<file path="config.mk">
export PLATFORM = sky130hd
export DESIGN_NAME = alu_issue_decoder
export DESIGN_NICKNAME = d
export VERILOG_FILES = /design/src/rtl/alu_issue_decoder.sv
export SDC_FILE = /design/constraint.sdc
export NUM_CORES = 1
export LEC_CHECK = 0
export CORE_MARGIN = 5
export CORE_UTILIZATION = 41
export CTS_CLUSTER_DIAMETER = 60
export DETAILED_ROUTE_END_ITERATION = 10
export PLACE_DENSITY = 0.82
export SETUP_SLACK_MARGIN = 0.1
export SLEW_MARGIN = 10
export SYNTH_ARGS = -nofsm -noshare
export SYNTH_HDL_FRONTEND = slang
export SYNTH_SLANG_ARGS = --single-unit
</file>
<file path="constraint.sdc">
create_clock -name clk -period 3.7 [get_ports clk]
set_clock_uncertainty 0.1 [all_clocks]
set_input_delay 0.37 -clock clk [delete_from_list [all_inputs] [get_ports clk]]
set_output_delay 0.37 -clock clk [all_outputs]
set_load 0.01 [all_outputs]
</file>
<file path="src/rtl/alu_issue_decoder.sv">
// Decode/issue stage for the RV32I ALU.
// Decodes OP, OP-IMM, LUI and AUIPC into operand A/B and a 4-bit ALU select.
// Results are held in a single-entry output register with valid/ready flow
// control. Flush takes priority over every other action. A saturating counter
// tracks how many legal instructions have been accepted.
module alu_issue_decoder #(
    parameter int CNT_W = 16
) (
    input  logic             clk,
    input  logic             rst,
    input  logic             instr_valid,
    output logic             instr_ready,
    input  logic [31:0]      instruction,
    input  logic [31:0]      pc,
    output logic [4:0]       rs1_addr,
    output logic [4:0]       rs2_addr,
    input  logic [31:0]      rs1_value,
    input  logic [31:0]      rs2_value,
    input  logic             flush,
    output logic             out_valid,
    input  logic             out_ready,
    output logic [31:0]      Register1_value,
    output logic [31:0]      Register2_value,
    output logic [3:0]       ALU_sel,
    output logic [4:0]       rd_addr,
    output logic             rd_write_en,
    output logic             illegal_instr,
    output logic [CNT_W-1:0] issued_count
);

    localparam logic [6:0] OPC_OP     = 7'b0110011;
    localparam logic [6:0] OPC_OP_IMM = 7'b0010011;
    localparam logic [6:0] OPC_LUI    = 7'b0110111;
    localparam logic [6:0] OPC_AUIPC  = 7'b0010111;

    localparam logic [6:0] F7_BASE = 7'b0000000;
    localparam logic [6:0] F7_ALT  = 7'b0100000;

    localparam logic [3:0] SEL_ADD  = 4'd0;
    localparam logic [3:0] SEL_SUB  = 4'd1;
    localparam logic [3:0] SEL_SLL  = 4'd2;
    localparam logic [3:0] SEL_SLT  = 4'd3;
    localparam logic [3:0] SEL_SLTU = 4'd4;
    localparam logic [3:0] SEL_XOR  = 4'd5;
    localparam logic [3:0] SEL_SRL  = 4'd6;
    localparam logic [3:0] SEL_SRA  = 4'd7;
    localparam logic [3:0] SEL_OR   = 4'd8;
    localparam logic [3:0] SEL_AND  = 4'd9;

    logic [6:0]  opcode;
    logic [2:0]  funct3;
    logic [6:0]  funct7;
    logic [4:0]  rd_field;
    logic [31:0] imm_i;
    logic [31:0] imm_u;
    logic [31:0] shamt_imm;
    logic [31:0] shamt_reg;

    logic [3:0]  f3_sel;
    logic [31:0] dec_a;
    logic [31:0] dec_b;
    logic [3:0]  dec_sel;
    logic        dec_illegal;
    logic        accept;

    assign opcode    = instruction[6:0];
    assign funct3    = instruction[14:12];
    assign funct7    = instruction[31:25];
    assign rd_field  = instruction[11:7];
    assign imm_i     = {{20{instruction[31]}}, instruction[31:20]};
    assign imm_u     = {instruction[31:12], 12'b0};
    assign shamt_imm = {27'b0, instruction[24:20]};
    assign shamt_reg = {27'b0, rs2_value[4:0]};

    assign rs1_addr = instruction[19:15];
    assign rs2_addr = instruction[24:20];

    // The single output slot can take a new instruction when empty or draining.
    assign instr_ready = !rst && (!out_valid || out_ready);
    assign accept      = instr_valid && instr_ready && !flush;

    // Base funct3 -> ALU select mapping shared by OP and OP-IMM.
    always_comb begin
        f3_sel = SEL_ADD;
        case (funct3)
            3'b000:  f3_sel = SEL_ADD;
            3'b001:  f3_sel = SEL_SLL;
            3'b010:  f3_sel = SEL_SLT;
            3'b011:  f3_sel = SEL_SLTU;
            3'b100:  f3_sel = SEL_XOR;
            3'b101:  f3_sel = SEL_SRL;
            3'b110:  f3_sel = SEL_OR;
            default: f3_sel = SEL_AND;
        endcase
    end

    // Instruction decode into operands, select code and legality.
    always_comb begin
        dec_a       = 32'b0;
        dec_b       = 32'b0;
        dec_sel     = SEL_ADD;
        dec_illegal = 1'b0;
        case (opcode)
            OPC_OP: begin
                dec_a = rs1_value;
                if (funct7 == F7_BASE) begin
                    dec_sel = f3_sel;
                    // Shifts only use the low five bits of rs2 as the amount.
                    dec_b   = (funct3 == 3'b001 || funct3 == 3'b101) ? shamt_reg : rs2_value;
                end else if (funct7 == F7_ALT && funct3 == 3'b000) begin
                    dec_sel = SEL_SUB;
                    dec_b   = rs2_value;
                end else if (funct7 == F7_ALT && funct3 == 3'b101) begin
                    dec_sel = SEL_SRA;
                    dec_b   = shamt_reg;
                end else begin
                    dec_illegal = 1'b1;
                end
            end
            OPC_OP_IMM: begin
                dec_a = rs1_value;
                case (funct3)
                    3'b001: begin
                        dec_sel     = SEL_SLL;
                        dec_b       = shamt_imm;
                        dec_illegal = (funct7 != F7_BASE);
                    end
                    3'b101: begin
                        dec_b = shamt_imm;
                        if (funct7 == F7_BASE) begin
                            dec_sel = SEL_SRL;
                        end else if (funct7 == F7_ALT) begin
                            dec_sel = SEL_SRA;
                        end else begin
                            dec_illegal = 1'b1;
                        end
                    end
                    default: begin
                        dec_sel = f3_sel;
                        dec_b   = imm_i;
                    end
                endcase
            end
            OPC_LUI: begin
                dec_b = imm_u;
            end
            OPC_AUIPC: begin
                dec_a = pc;
                dec_b = imm_u;
            end
            default: begin
                dec_illegal = 1'b1;
            end
        endcase
        // Illegal instructions present a neutral, all-zero operation.
        if (dec_illegal) begin
            dec_a   = 32'b0;
            dec_b   = 32'b0;
            dec_sel = SEL_ADD;
        end
    end

    // Output slot: flush clears, accept loads, drain empties, otherwise hold.
    always_ff @(posedge clk or posedge rst) begin
        if (rst) begin
            out_valid       <= 1'b0;
            Register1_value <= 32'b0;
            Register2_value <= 32'b0;
            ALU_sel         <= 4'b0;
            rd_addr         <= 5'b0;
            rd_write_en     <= 1'b0;
            illegal_instr   <= 1'b0;
        end else if (flush) begin
            out_valid <= 1'b0;
        end else if (accept) begin
            out_valid       <= 1'b1;
            Register1_value <= dec_a;
            Register2_value <= dec_b;
            ALU_sel         <= dec_sel;
            rd_addr         <= rd_field;
            rd_write_en     <= !dec_illegal && (rd_field != 5'd0);
            illegal_instr   <= dec_illegal;
        end else if (out_valid && out_ready) begin
            out_valid <= 1'b0;
        end
    end

    // Saturating count of accepted legal instructions.
    always_ff @(posedge clk or posedge rst) begin
        if (rst) begin
            issued_count <= '0;
        end else if (accept && !dec_illegal && (issued_count != {CNT_W{1'b1}})) begin
            issued_count <= issued_count + 1'b1;
        end
    end

endmodule

</file>
==> summary.md <==
| Metric | Value |
|---|---|
| Status | finished clean |
| Top_reg_cell synth | dfrtp_1 |
| Post-synthesis cell type count | 48 |
| Post-route ant nets | 0 |
| Synthesized Nets | ~630 |
| Worst Tran Pin Value | between 0.9 and 1 ns |
| Synthesized instance count | 500 |
| Final Core Density | 0.655 |
| Fmax | ~0.34 GHz |
| Period minus WS final | approximately 3.0 ns |
| Hold_buf cts | 0 |
| RR Startpoint | out_valid |
| Number of remaining DRC errors | 0 |
| R2R depth | 6 |
| Count of final setup violators | 0 |
| Slew Limit Fails | 0 |
| Setup TNS | 0 ns |
| Top post-synthesis cells by area | dfrtp_1, nand2_1, o21ai_1 |
| Crit. End Element | flop |
| Max_slew headroom | 0.399 |
| Post-synth top cells | dfrtp_1, nand2_1, o21ai_1 |
| First-pass GRT wire length | 24.5 mm |
| Post-DP HPWL | 12.0 mm |
| Num CTS Buffers | 9 |
| Worst hold path endpoint | ALU_sel[1] |
| CP Class | in -> reg |
| Flop2flop setup slack | 1.22 ns |
| Final Wtd Congestion | between 0.8 and 0.9 |
| Hold Path Class | reg -> reg |
| Port bufs | 235 |
| GRT Overall Usage | 0.230 |
| Die footprint | 13700 µm² |
| Die span in y | 117 µm |
| Initial drt markers | 272 |
| Total Nets Final | 843 |
| Grt ovf | 0 |
| Largest area contributor in the netlist | dfrtp_1 |
| Cell area after synthesis | 4680 µm² |
| Dominant cell by count in the synthesized netlist | dfrtp_1 |
| Core ar. | about 11000 µm² |
| Setup bufs post-CTS | 0 |
| Initial antenna violation count | 0 |
| Max VDD drop | 0.182 mV |
| P per Cell Area | around 320 nW/µm² |
| Final Hold Fails | 0 |
| Clock buffer depth | 2 |
| Synth Area per Inst | roughly 9.4 µm² |
| Wire per inst | approximately 19 µm |
| Count of flip-flops with a built-in enable after synthesis | 0 |
| Clk root buf | clkbuf_16 |
| Die W | 117 µm |
| Num rows | 39 |
| Sink Count | between 90 and 100 |
| Ant. Diodes | 0 |
| Startpoint types | primary input |
| I/O pin total | 236 |
| Leakage power | 3.10 nW |
| Depth of the CTS H-tree | 3 |
| Hold depth | 2 |
| Yosys warning total | 0 |
| Worst Path Required | roughly 3.9 ns |
| Post-Route WL | 15.9 mm |
| DRT Pass-1 Iters | 5 |
| Total of cells resized after clock tree synthesis | 0 |
| Via count | ~4700 |
| Layout cells sized above 1 | 0.0672 |
| # Max-Cap Violations | 0 |
| Syn-to-layout area delta | 58.3% |
| Largest net degree at the start of global routing | 93 |
| Worst Path Max Fanout | 42 |
| Period utilization | 0.800 |
| RSZ-0062 raised after global routing | false |
| WP data arrival | 3.11 ns |
| Vias per inst | 5.46 |
| Number of global-route vias before repair | 4748 |
| CTS tree | done |
| Seq cells post-synth | 92 |
| R2R Path End | Register1_value[7] |
| Register area share after synthesis | 0.492 |
| Synth top area share | 0.492 |
| Clock transition at the registers of the reported paths | approximately 0.060 ns |
| Fill cells | approximately 930 |
| Hold path start | ALU_sel[1] |
| Worst skew pair latency | 0.33 ns |
| Starting Density | 0.414 |
| FFs w/ async S/R, synth | 1.00 |
==> metal layers <==
layer | part of all wire | routed length (µm) | vias to the layer above | GRT usage
met1 | 0.40 | 6320 | 2286 | 0.289
li1 | - | - | 2181 | -
met4 | 0.019 | 307 | 0 | 0.0765
met5 | 0 | 0 | - | 0
met3 | 0.086 | 1380 | 27 | 0.0612
met2 | 0.50 | 7920 | 186 | 0.385
==> cells by family (layout without fill, tap and decap cells) <==
| family | count (synthesis) | count (layout) | synth area share |
|---|---|---|---|
| adders and majority gates | 1 | 1 | 0.00267 |
| muxes | 1 | 1 | 0.00240 |
| buffers and inverters | 52 | 266 | 0.0534 |
| DFF | 92 | 92 | 0.492 |
| xor gates and xnor gates | 18 | 18 | 0.0337 |
| and+or+nand+nor | 185 | 185 | 0.214 |
| AOI/OAI and AO/OA | 151 | 151 | 0.202 |
==> cells in the final DEF (no fill, tap or decap), drive strengths merged, types with 2 or more instances in the layout <==
master	n
a211oi	2
a21o	5
a21oi	37
a221oi	19
a22o	5
a32oi	6
and2	2
and3	5
and4	3
buf	14
bufinv	2
clkbuf	12
clkdlybuf4s50	234
dfrtp	92
inv	2
nand2	86
nand2b	3
nand3	4
nand3b	2
nand4	6
nor2	9
nor2b	38
nor3	5
nor4	12
nor4b	3
o211ai	2
o21a	3
o21ai	64
o31ai	2
or2	3
or4	2
xor2	18
==> worst max path at each step <==
stage	startpoint	to	slack, ns	cells after the start
floorplan	rst	ALU_sel[0]	0.84	1
global placement	instruction[26]	illegal_instr	0.45	6
detailed placement	instruction[26]	Register1_value[16]	0.38	6
CTS	instruction[26]	Register1_value[7]	0.73	6
global route	instruction[26]	Register1_value[7]	0.63	6
finish	instruction[26]	Register1_value[7]	0.74	6
==> report_power, final <==
| part | switching, W | total (W) | internal [W] |
|---|---|---|---|
| Sequential | 0.0000115 | 0.00104 | 0.00102 |
| Clock | 0.000371 | 0.000981 | 0.000610 |
| Combinational | 0.000150 | 0.000361 | 0.000211 |
| Total | 0.000532 | 0.00238 | 0.00184 |
==> stage by stage <==
stage | hold WS, ns | instance area [µm²] | total power, W | worst slack, ns | instances
floorplan | 0.375 | 4680 | 0.00119 | 0.838 | 500
global placement | 0.358 | 7090 | 0.00141 | 0.451 | 841
detailed placement | 0.363 | 7090 | 0.00142 | 0.385 | 841
CTS | 0.379 | 7410 | 0.00240 | 0.733 | 857
global route | 0.409 | 7410 | 0.00246 | 0.635 | 857
finish | 0.377 | 7410 | 0.00238 | 0.739 | 857
==> worst max-delay path, stage by stage <==
cell and delay [ns]:
clkdlybuf4s50_1 0.48, or4_4 0.61, o311a_4 0.51, or2_2 0.65, buf_4 0.34, o21ai_1 0.16
==> cell type report <==
type	count	area, µm²	area share
Timing Repair Buffer	248	2470	0.333
Sequential cell	92	2300	0.311
Multi-Input combinational cell	356	2130	0.288
Clock buffer	12	246	0.0333
Tap cell	143	179	0.0241
Clock inverter	4	72.6	0.00979
Inverter	2	10.0	0.00135
==> sequential cells by signal, summed over array words and instances (netlist names) <==
name,cells
rd_write_en,1
rd_addr,5
illegal_instr,1
issued_count,16
Register1_value,32
Register2_value,32
ALU_sel,4
out_valid,1
Note: power is estimated with default switching activity, not from simulation.
